**src/rtl/mem_pkg.sv**
```systemverilog
// Shared encodings for the memory access controller: FSM states, store/load
// size codes, the default ack timeout and the alignment helpers.
package mem_pkg;

  typedef enum logic [1:0] {
    S_IDLE = 2'd0,
    S_REQ  = 2'd1,
    S_RESP = 2'd2
  } state_e;

  typedef enum logic [1:0] {
    SZ_WORD = 2'd0,
    SZ_HALF = 2'd1,
    SZ_BYTE = 2'd2
  } size_e;

  localparam logic [1:0] ST_SW = 2'b00;
  localparam logic [1:0] ST_SH = 2'b01;
  localparam logic [1:0] ST_SB = 2'b10;

  localparam logic [2:0] LD_LW  = 3'b000;
  localparam logic [2:0] LD_LBU = 3'b001;
  localparam logic [2:0] LD_LB  = 3'b010;
  localparam logic [2:0] LD_LHU = 3'b011;
  localparam logic [2:0] LD_LH  = 3'b100;

  localparam int TIMEOUT_DEFAULT = 255;

  // Unknown store/load codes fall back to a full word access.
  function automatic size_e accessSize(input logic       isStore,
                                       input logic [1:0] stType,
                                       input logic [2:0] ldType);
    size_e sz;
    sz = SZ_WORD;
    if (isStore) begin
      case (stType)
        ST_SH:   sz = SZ_HALF;
        ST_SB:   sz = SZ_BYTE;
        default: sz = SZ_WORD;
      endcase
    end else begin
      case (ldType)
        LD_LBU, LD_LB: sz = SZ_BYTE;
        LD_LHU, LD_LH: sz = SZ_HALF;
        default:       sz = SZ_WORD;
      endcase
    end
    return sz;
  endfunction

  function automatic logic isAligned(input size_e sz, input logic [1:0] addrLow);
    logic ok;
    case (sz)
      SZ_WORD: ok = (addrLow == 2'b00);
      SZ_HALF: ok = ~addrLow[0];
      default: ok = 1'b1;
    endcase
    return ok;
  endfunction

endpackage

```
**src/rtl/mem_access_ctrl_be_gen.sv**
```systemverilog
// Byte-enable and write-lane generator: replicates sub-word store data across
// all lanes so the memory only needs the byte enables to pick the target lane.
module be_gen
  import mem_pkg::*;
(
  input  logic [1:0]  st_type_i,
  input  logic        req_we_i,
  input  logic [1:0]  addr_low_i,
  input  logic [31:0] wdata_i,
  output logic [3:0]  mem_be_o,
  output logic [31:0] mem_wdata_o
);

  always_comb begin
    mem_be_o    = 4'b0000;
    mem_wdata_o = 32'h0000_0000;
    if (req_we_i) begin
      case (st_type_i)
        ST_SH: begin
          mem_be_o    = addr_low_i[1] ? 4'b1100 : 4'b0011;
          mem_wdata_o = {2{wdata_i[15:0]}};
        end
        ST_SB: begin
          mem_be_o    = 4'b0001 << addr_low_i;
          mem_wdata_o = {4{wdata_i[7:0]}};
        end
        default: begin
          mem_be_o    = 4'b1111;
          mem_wdata_o = wdata_i;
        end
      endcase
    end
  end

endmodule

```
**src/rtl/mem_access_ctrl.sv**
```systemverilog
// M-stage memory access controller: checks alignment, issues one bus request
// per aligned access, waits for ack with a timeout and hands load data onward.
module mem_access_ctrl
  import mem_pkg::*;
#(
  parameter int TIMEOUT = TIMEOUT_DEFAULT
) (
  input  logic        clk,
  input  logic        reset,
  input  logic        req_valid,
  input  logic        req_we,
  input  logic [31:0] addr,
  input  logic [31:0] wdata,
  input  logic [1:0]  st_type,
  input  logic [2:0]  ld_type,
  output logic        mem_req,
  output logic        mem_we,
  output logic [31:0] mem_addr,
  output logic [3:0]  mem_be,
  output logic [31:0] mem_wdata,
  input  logic        mem_ack,
  input  logic [31:0] mem_rdata,
  output logic        stall,
  output logic        exc_adel,
  output logic        exc_ades,
  output logic        bus_err,
  output logic        rd_valid,
  output logic [31:0] rd_word,
  output logic [1:0]  rd_addrlow,
  output logic [2:0]  rd_ldsel
);

  localparam int CNT_W = $clog2(TIMEOUT + 2);

  state_e             state_q, state_d;
  logic [CNT_W-1:0]   waitCnt_q, waitCnt_d;
  logic               busErr_q, busErr_d;
  logic               reqWe_q;
  logic [31:0]        reqAddr_q;
  logic [31:0]        reqWdata_q;
  logic [1:0]         reqStType_q;
  logic [2:0]         reqLdType_q;
  logic [31:0]        rdWord_q;
  logic [1:0]         rdAddrLow_q;
  logic [2:0]         rdLdSel_q;

  logic               aligned;
  logic               accept;
  logic               timeoutHit;
  logic               ackInReq;
  logic [3:0]         genBe;
  logic [31:0]        genWdata;

  assign aligned    = isAligned(accessSize(req_we, st_type, ld_type), addr[1:0]);
  assign accept     = req_valid & aligned;
  assign ackInReq   = (state_q == S_REQ) & mem_ack;
  // The cycle that would bring the count to TIMEOUT is the last REQ cycle.
  assign timeoutHit = (int'(waitCnt_q) + 1) >= TIMEOUT;

  be_gen u_be_gen (
    .st_type_i   (reqStType_q),
    .req_we_i    (reqWe_q),
    .addr_low_i  (reqAddr_q[1:0]),
    .wdata_i     (reqWdata_q),
    .mem_be_o    (genBe),
    .mem_wdata_o (genWdata)
  );

  always_ff @(posedge clk or posedge reset) begin
    if (reset) begin
      state_q   <= S_IDLE;
      waitCnt_q <= '0;
      busErr_q  <= 1'b0;
    end else begin
      state_q   <= state_d;
      waitCnt_q <= waitCnt_d;
      busErr_q  <= busErr_d;
    end
  end

  always_comb begin
    state_d = state_q;
    case (state_q)
      S_IDLE:  if (accept) state_d = S_REQ;
      S_REQ:   if (mem_ack || timeoutHit) state_d = S_RESP;
      default: state_d = S_IDLE;
    endcase
  end

  always_comb begin
    waitCnt_d = waitCnt_q;
    busErr_d  = 1'b0;
    case (state_q)
      S_IDLE: if (accept) waitCnt_d = '0;
      S_REQ: begin
        if (!mem_ack) begin
          waitCnt_d = waitCnt_q + CNT_W'(1);
          busErr_d  = timeoutHit;
        end
      end
      default: ;
    endcase
  end

  // Request capture keeps the bus stable even if the pipeline inputs move.
  always_ff @(posedge clk or posedge reset) begin
    if (reset) begin
      reqWe_q     <= 1'b0;
      reqAddr_q   <= '0;
      reqWdata_q  <= '0;
      reqStType_q <= '0;
      reqLdType_q <= '0;
    end else if ((state_q == S_IDLE) && accept) begin
      reqWe_q     <= req_we;
      reqAddr_q   <= addr;
      reqWdata_q  <= wdata;
      reqStType_q <= st_type;
      reqLdType_q <= ld_type;
    end
  end

  always_ff @(posedge clk or posedge reset) begin
    if (reset) begin
      rdWord_q    <= '0;
      rdAddrLow_q <= '0;
      rdLdSel_q   <= '0;
    end else if (ackInReq && !reqWe_q) begin
      rdWord_q    <= mem_rdata;
      rdAddrLow_q <= reqAddr_q[1:0];
      rdLdSel_q   <= reqLdType_q;
    end
  end

  // Reset also gates the combinational outputs so nothing leaks while it is held.
  always_comb begin
    mem_req   = 1'b0;
    mem_we    = 1'b0;
    mem_addr  = 32'h0000_0000;
    mem_be    = 4'b0000;
    mem_wdata = 32'h0000_0000;
    stall     = 1'b0;
    exc_adel  = 1'b0;
    exc_ades  = 1'b0;
    rd_valid  = 1'b0;
    if (!reset) begin
      case (state_q)
        S_IDLE: begin
          stall    = accept;
          exc_adel = req_valid & ~aligned & ~req_we;
          exc_ades = req_valid & ~aligned & req_we;
        end
        S_REQ: begin
          mem_req   = 1'b1;
          mem_we    = reqWe_q;
          mem_addr  = {reqAddr_q[31:2], 2'b00};
          mem_be    = genBe;
          mem_wdata = genWdata;
          stall     = 1'b1;
        end
        S_RESP: rd_valid = ~reqWe_q & ~busErr_q;
        default: ;
      endcase
    end
  end

  assign bus_err    = busErr_q;
  assign rd_word    = rdWord_q;
  assign rd_addrlow = rdAddrLow_q;
  assign rd_ldsel   = rdLdSel_q;

endmodule

```
**config.mk**
```make
export PLATFORM = sky130hd
export DESIGN_NAME = mem_access_ctrl
export DESIGN_NICKNAME = d
export VERILOG_FILES = /design/src/rtl/mem_pkg.sv /design/src/rtl/mem_access_ctrl_be_gen.sv /design/src/rtl/mem_access_ctrl.sv
export SDC_FILE = /design/constraint.sdc
export NUM_CORES = 1
export LEC_CHECK = 0
export ABC_AREA = 1
export CAP_MARGIN = 20
export CORE_UTILIZATION = 35
export CTS_CLUSTER_DIAMETER = 50
export DETAILED_ROUTE_END_ITERATION = 7
export GPL_TIMING_DRIVEN = 0
export MAX_ROUTING_LAYER = met4
export PLACE_DENSITY = 0.68
export SLEW_MARGIN = 10
export SYNTH_ARGS = -nofsm -noshare
export SYNTH_HDL_FRONTEND = slang
export SYNTH_HIERARCHICAL = 1
export SYNTH_SLANG_ARGS = --single-unit
```
**constraint.sdc**
```tcl
create_clock -name clk -period 7.6 [get_ports clk]
set_clock_uncertainty 0.1 [all_clocks]
set_input_delay 1.52 -clock clk [delete_from_list [all_inputs] [get_ports clk]]
set_output_delay 1.52 -clock clk [all_outputs]
set_load 0.01 [all_outputs]
```
; Yosys cells after proc, flatten, opt, wreduce, memory -nomap -nowiden
; Index checks and enable logic that the tools add are counted.
[op_classes]
n_eq_ne = 14
mux = 35
n_addsub = 2
n_lt_le_gt_ge = 1
reduce_logical = 12
shift = 1
bitwise = 11
[op_table]
columns = operator, count
row1 = 32-bit 2-to-1 mux, 5
row2 = 32-bit one-hot mux with 2 select lines, 1
row3 = 9-bit 2-to-1 mux, 2
row4 = 9-bit one-hot mux with 2 select lines, 1
row5 = 4-bit 2-to-1 mux, 4
row6 = 1-bit 2-to-1 mux, 13
row7 = 2-bit one-hot mux with 2 select lines, 3
row8 = "9-bit by 1-bit adder with 10-bit output, second input constant", 1
row9 = "10-bit by 8-bit >= comparator with 1-bit output, second input constant", 1
row10 = "9-bit by 1-bit adder with 9-bit output, second input constant", 1
row11 = "2-bit by 1-bit == test with 1-bit output, second input constant", 4
row12 = 4-bit one-hot mux with 2 select lines, 1
row13 = 1-bit AND, 6
row14 = "2-bit == test, second input constant", 3
row15 = "3-bit by 2-bit == test with 1-bit output, second input constant", 2
row16 = 2-bit zero test, 3
row17 = 2-bit 2-to-1 mux, 3
row18 = 1-bit NOT, 5
row19 = "2-bit != test, second input constant", 2
row20 = 1-bit one-hot mux with 2 select lines, 2
row21 = 2-bit OR reduction, 2
row22 = "1-bit by 2-bit << shifter with 4-bit output, first input constant", 1
row23 = "3-bit by 1-bit == test with 1-bit output, second input constant", 1
row24 = "3-bit == test, second input constant", 1
row25 = 7 further kinds, 8
[word_totals]
wordCells = 87
output_inout_bits = 112
reg_bits = 119

; Depth between registers and ports, before layout
[logic_depth]
depth_word = 11
mapped_depth = 12
ltp_nobuf = 10

; Cells and area by module
; Netlist, hierarchy kept.
[modules_own_cells]
columns = module, area_each_um2, cells_per_inst, seq_area_each_um2, instances
row1 = mem_access_ctrl, 5780.5, 657, 2977.9, 1
row2 = be_gen, 743.2, 162, 0.0, 1

; Worst setup path after synthesis
; No wires, ideal clock.
[synth_path]
path_kind = input port to output port
startpoint = input reset
endpoint = output exc_adel
setup_slack_ps = 1071
required_ps = 5980
path_buffers = 1
arrival_ps = 4909
cell_stages = 4
path_cell_list = clkbuf_1 inv_1 nand2_1 nor4_1
[synth_between]
elab_chain_cells = 1
[synth_lines]
columns = item, line
row1 = "start, declared", mem_access_ctrl.sv:9  ; input logic reset,
row2 = 1-bit 2-to-1 mux, mem_access_ctrl.sv:145  ; if (!reset) begin
row3 = "end, declared", mem_access_ctrl.sv:24  ; output logic exc_adel,
; No other way between the ends.

; Worst setup path in the final report
[layout_path]
startpoint = input req_we
endpoint = output stall
[layout_between]
elab_chain_cells = 6
word_cells_on_any_way = 7
cone_classes = eq/ne (1) / mux (4) / bitwise (1) / reduce/logical (1)
[layout_lines]
columns = item, line
row1 = "start, declared", mem_access_ctrl.sv:11  ; input logic req_we,
row2 = 2-bit 2-to-1 mux (*), mem_pkg.sv:35  ; if (isStore) begin
row3 = 2-bit by 1-bit == test with 1-bit output / 2-bit zero test (equally long branches), mem_pkg.sv:53  ; case (sz)
row4 = 1-bit one-hot mux with 2 select lines (*), mem_pkg.sv:53
row5 = 1-bit AND (*), mem_access_ctrl.sv:55  ; assign accept = req_valid & aligned;
row6 = 1-bit one-hot mux with 2 select lines (*), mem_access_ctrl.sv:146  ; case (state_q)
row7 = 1-bit 2-to-1 mux (*), mem_access_ctrl.sv:145
row8 = "end, declared", mem_access_ctrl.sv:23  ; output logic stall,
; Every way passes the cells marked *; elsewhere a longest branch is shown, timed or not.

==> results.json <==
{
  "hold_violations": 0,
  "rsz0062_at_grt": "false",
  "htreeDepth": 4,
  "io_pins": 218,
  "crit_type": "in2out",
  "wl_per_cell_um": 14.7,
  "clock-root-buffer": "clkbuf_16",
  "dp.cells": 1264,
  "die_width_um": 139,
  "drc": 40,
  "fin_crit_ns": 5.33,
  "seq_power_share_pct": 33.7,
  "crit_fanout": 10,
  "netlist_area_um2": 6520,
  "cap_violations": 0,
  "failed_checks": "design-rule violations",
  "clockBufferDepth": 2,
  "die_height_um": 139,
  "netlist_instances": 819,
  "grt_pass1_wl_mm": 30.6,
  "gp_congestion": 0.908,
  "p_sw_share_pct": 36.3,
  "fin_cells": 1294,
  "grt_max_degree": 68,
  "placementRows": 49,
  "stdcell_area_um2": 9540,
  "io_buffers": 214,
  "worstPathRequired_ns": 5.98,
  "finalNetCount": 1165,
  "via_count": 6079,
  "netSwitchingPower_w": 0.00122,
  "slew_viol_final": 0,
  "layout_common_cells": "nand2_1 (224), clkdlybuf4s50_1 (214), nor2_1 (133), dfrtp_1 (119), inv_1 (104)",
  "grt_usage_pct": 21.1,
  "start_kind": "input pin",
  "grt-ovfl-total": 0,
  "place_area_um2": 8990,
  "crit_slowest_cell": "clkdlybuf4s50_1",
  "cpLargestDelayFamily": "buffers and inverters",
  "yosysWarnings": 6,
  "synth-main-ff-cell": "dfrtp_1",
  "p_clk_share_pct": 22.7,
  "cts_buffers": 17,
  "path_buf_inv": 5,
  "relSlewSlack_pct": 55.1,
  "critPathArrivalTime_ns": 3.71,
  "final_common_cell": "nand2_1",
  "ant_nets": 0,
  "leakage_nw": 4.66,
  "max-vdd-ir-drop_mv": 0.175,
  "clock_latency_ns": 0.41,
  "setup_viol_count_final": 0,
  "dp_hpwl_mm": 14.0,
  "synth_edf_count": 0,
  "grt_pass1_vias": 5831,
  "yosysSeqAreaShare_pct": 45.6,
  "max_slew.worst_pin.slew_ns": 0.673,
  "final.setup.tns_ns": 0,
  "cts_tree": "done",
  "power.density_nw_per_um2": 353,
  "die-area_um2": 19200,
  "end_kind": "output pin",
  "ctsHoldBuffers": 0,
  "layout-drive-gt1-share_pct": 11.5,
  "cts.clk_slew.worst_paths_ns": 0.05,
  "post_drt_via_cell_ratio": 4.70,
  "path_cells": "clkdlybuf4s50_1 > inv_2 > nor3_1 > nor2_1 > nand2_2 > nand3_4 > buf_6 > buf_6 > a21oi_2 > clkdlybuf4s50_1",
  "outcome": "complete, but fails checks",
  "min_period_over_period_pct": 70.1,
  "fmax_mhz": 188,
  "ys_seq_elements": 119,
  "core-area_um2": 18100,
  "cts_setup_buffers": 0,
  "final_core_util_pct": 52.8,
  "post_cts_resized": 0,
  "diodes": 0,
  "avgSynthCellArea_um2": 7.97,
  "syn_to_final_growth_pct": 46.3,
  "drt_iter0_markers": 406,
  "p_comb_share_pct": 43.6,
  "async_flop_share_pct": 100,
  "cts_sinks": 119,
  "p_int_w": 0.00215,
  "finalWirelength_mm": 19.0,
  "slowest_delay_ns": 0.56,
  "synth.distinct_cells": 34,
  "antenna_found_initial": 0,
  "start_util_pct": 36.1,
  "dr.pass1.iters": 7,
  "hold_path_class": "reg2reg"
}
## layout make-up
class	count	area, µm²
fillers	1684	8540
flip-flops and latches	119	2980
multi-input cells	542	2770
repair buffers	215	2170
clock buffers	20	447
inverters	111	422
plain buffers	48	364
well taps	229	287
clock inverters	10	106
## stage by stage
stage | hold WS, ns | setup WS [ns] | power [W]
after floorplan | 0.355 | 1.07 | 0.00203
after global placement | 0.364 | -0.722 | 0.00257
after detailed placement | 0.368 | 2.24 | 0.00261
after CTS | 0.380 | 2.24 | 0.00339
after global routing | 0.393 | 2.08 | 0.00360
final | 0.375 | 2.27 | 0.00337
## final timing paths
| path | start | endpoint | slack, ns | cells past startpoint |
|---|---|---|---|---|
| max | req_we | stall | 2.27 | 10 |
| min | reqAddr_q[8]$_DFFE_PP0P_ | reqAddr_q[8]$_DFFE_PP0P_ | 0.37 | 2 |
| max reg2reg | waitCnt_q[1]$_DFFE_PP0P_ | state_q[1]$_DFFE_PP0P_ | 5.80 | 10 |
| min reg2reg | reqAddr_q[8]$_DFFE_PP0P_ | reqAddr_q[8]$_DFFE_PP0P_ | 0.37 | 2 |
| max in group asynchronous | reset | rd_word[15]$_DFFE_PP0P_ | 5.44 | 3 |
| min in group asynchronous | reset | reqLdType_q[0]$_DFFE_PP0P_ | 1.25 | 2 |
## power by group through the flow
| stage | sequential [W] | combinational, W | clock, W |
|---|---|---|---|
| global placement | 0.00112 | 0.00145 | 0 |
| floorplan | 0.00113 | 0.000896 | 0 |
| global route | 0.00117 | 0.00162 | 0.000811 |
| CTS | 0.00113 | 0.00148 | 0.000784 |
| detailed placement | 0.00114 | 0.00147 | 0 |
| finish | 0.00113 | 0.00147 | 0.000765 |
## worst reg2reg max path, cell delays in order, from the launching register on
cell and delay (ns):
dfrtp_1 0.44, ha_1 0.28, nand3_1 0.12, nor2_1 0.14
nand3_1 0.08, nand2_1 0.06, nand2_1 0.06, nor2_1 0.14
nand3_1 0.14, nand2_1 0.08, inv_1 0.04
## layer usage
metal	wire [µm]	global-route usage, %	vias up
li1	-	-	3002
met1	8620	27.3	2834
met2	8720	32.0	222
met3	1310	5.51	21
met4	307	7.21	0
met5	0	-	-
## flip-flops by register name, indices dropped and copies added, names as in the netlist
name         flops
rd_word         32
reqLdType_q      3
rd_addrlow       2
rd_ldsel         3
state_q          2
reqWe_q          1
waitCnt_q        9
reqAddr_q       32
reqWdata_q      32
bus_err          1
reqStType_q      2
## cells by family (layout without fill, tap and decap cells)
kind of cell    Yosys count  after routing  share of synthesized area [%]
simple gates            421            421                           26.7
flops                   119            119                           45.6
buf+inv                 159            404                           12.0
compound gates           77             77                           6.60
other cells               1              2                         0.0575
fa+ha+maj                 5              5                          0.959
mux                      37             37                           8.11
## synthesized netlist by cell type, types with 2 or more instances
cell      number  share of area, %
inv_2          5              0.29
mux2_2         7               1.2
nor3_1         4              0.31
or4_1          2              0.23
o21ai_2       11               1.5
buf_1          4              0.23
inv_1        105               6.0
nor4_1         2              0.19
clkbuf_8       2              0.42
buf_2          7              0.54
nor2_1       133               7.7
nand3_1       37               2.8
dfrtp_1      119                46
mux2_4        30               6.9
a21oi_1        4              0.31
nand2_2        2              0.19
clkbuf_1      12              0.69
o21ai_1       59               4.5
nand2_1      224                13
nand4_1       10              0.96
buf_6         17               2.9
buf_4          4              0.46
nand3_4        2              0.54
o21ai_0        2              0.15
ha_1           5              0.96
nand3b_1       2              0.23
Power figures use the tool's default switching activity.
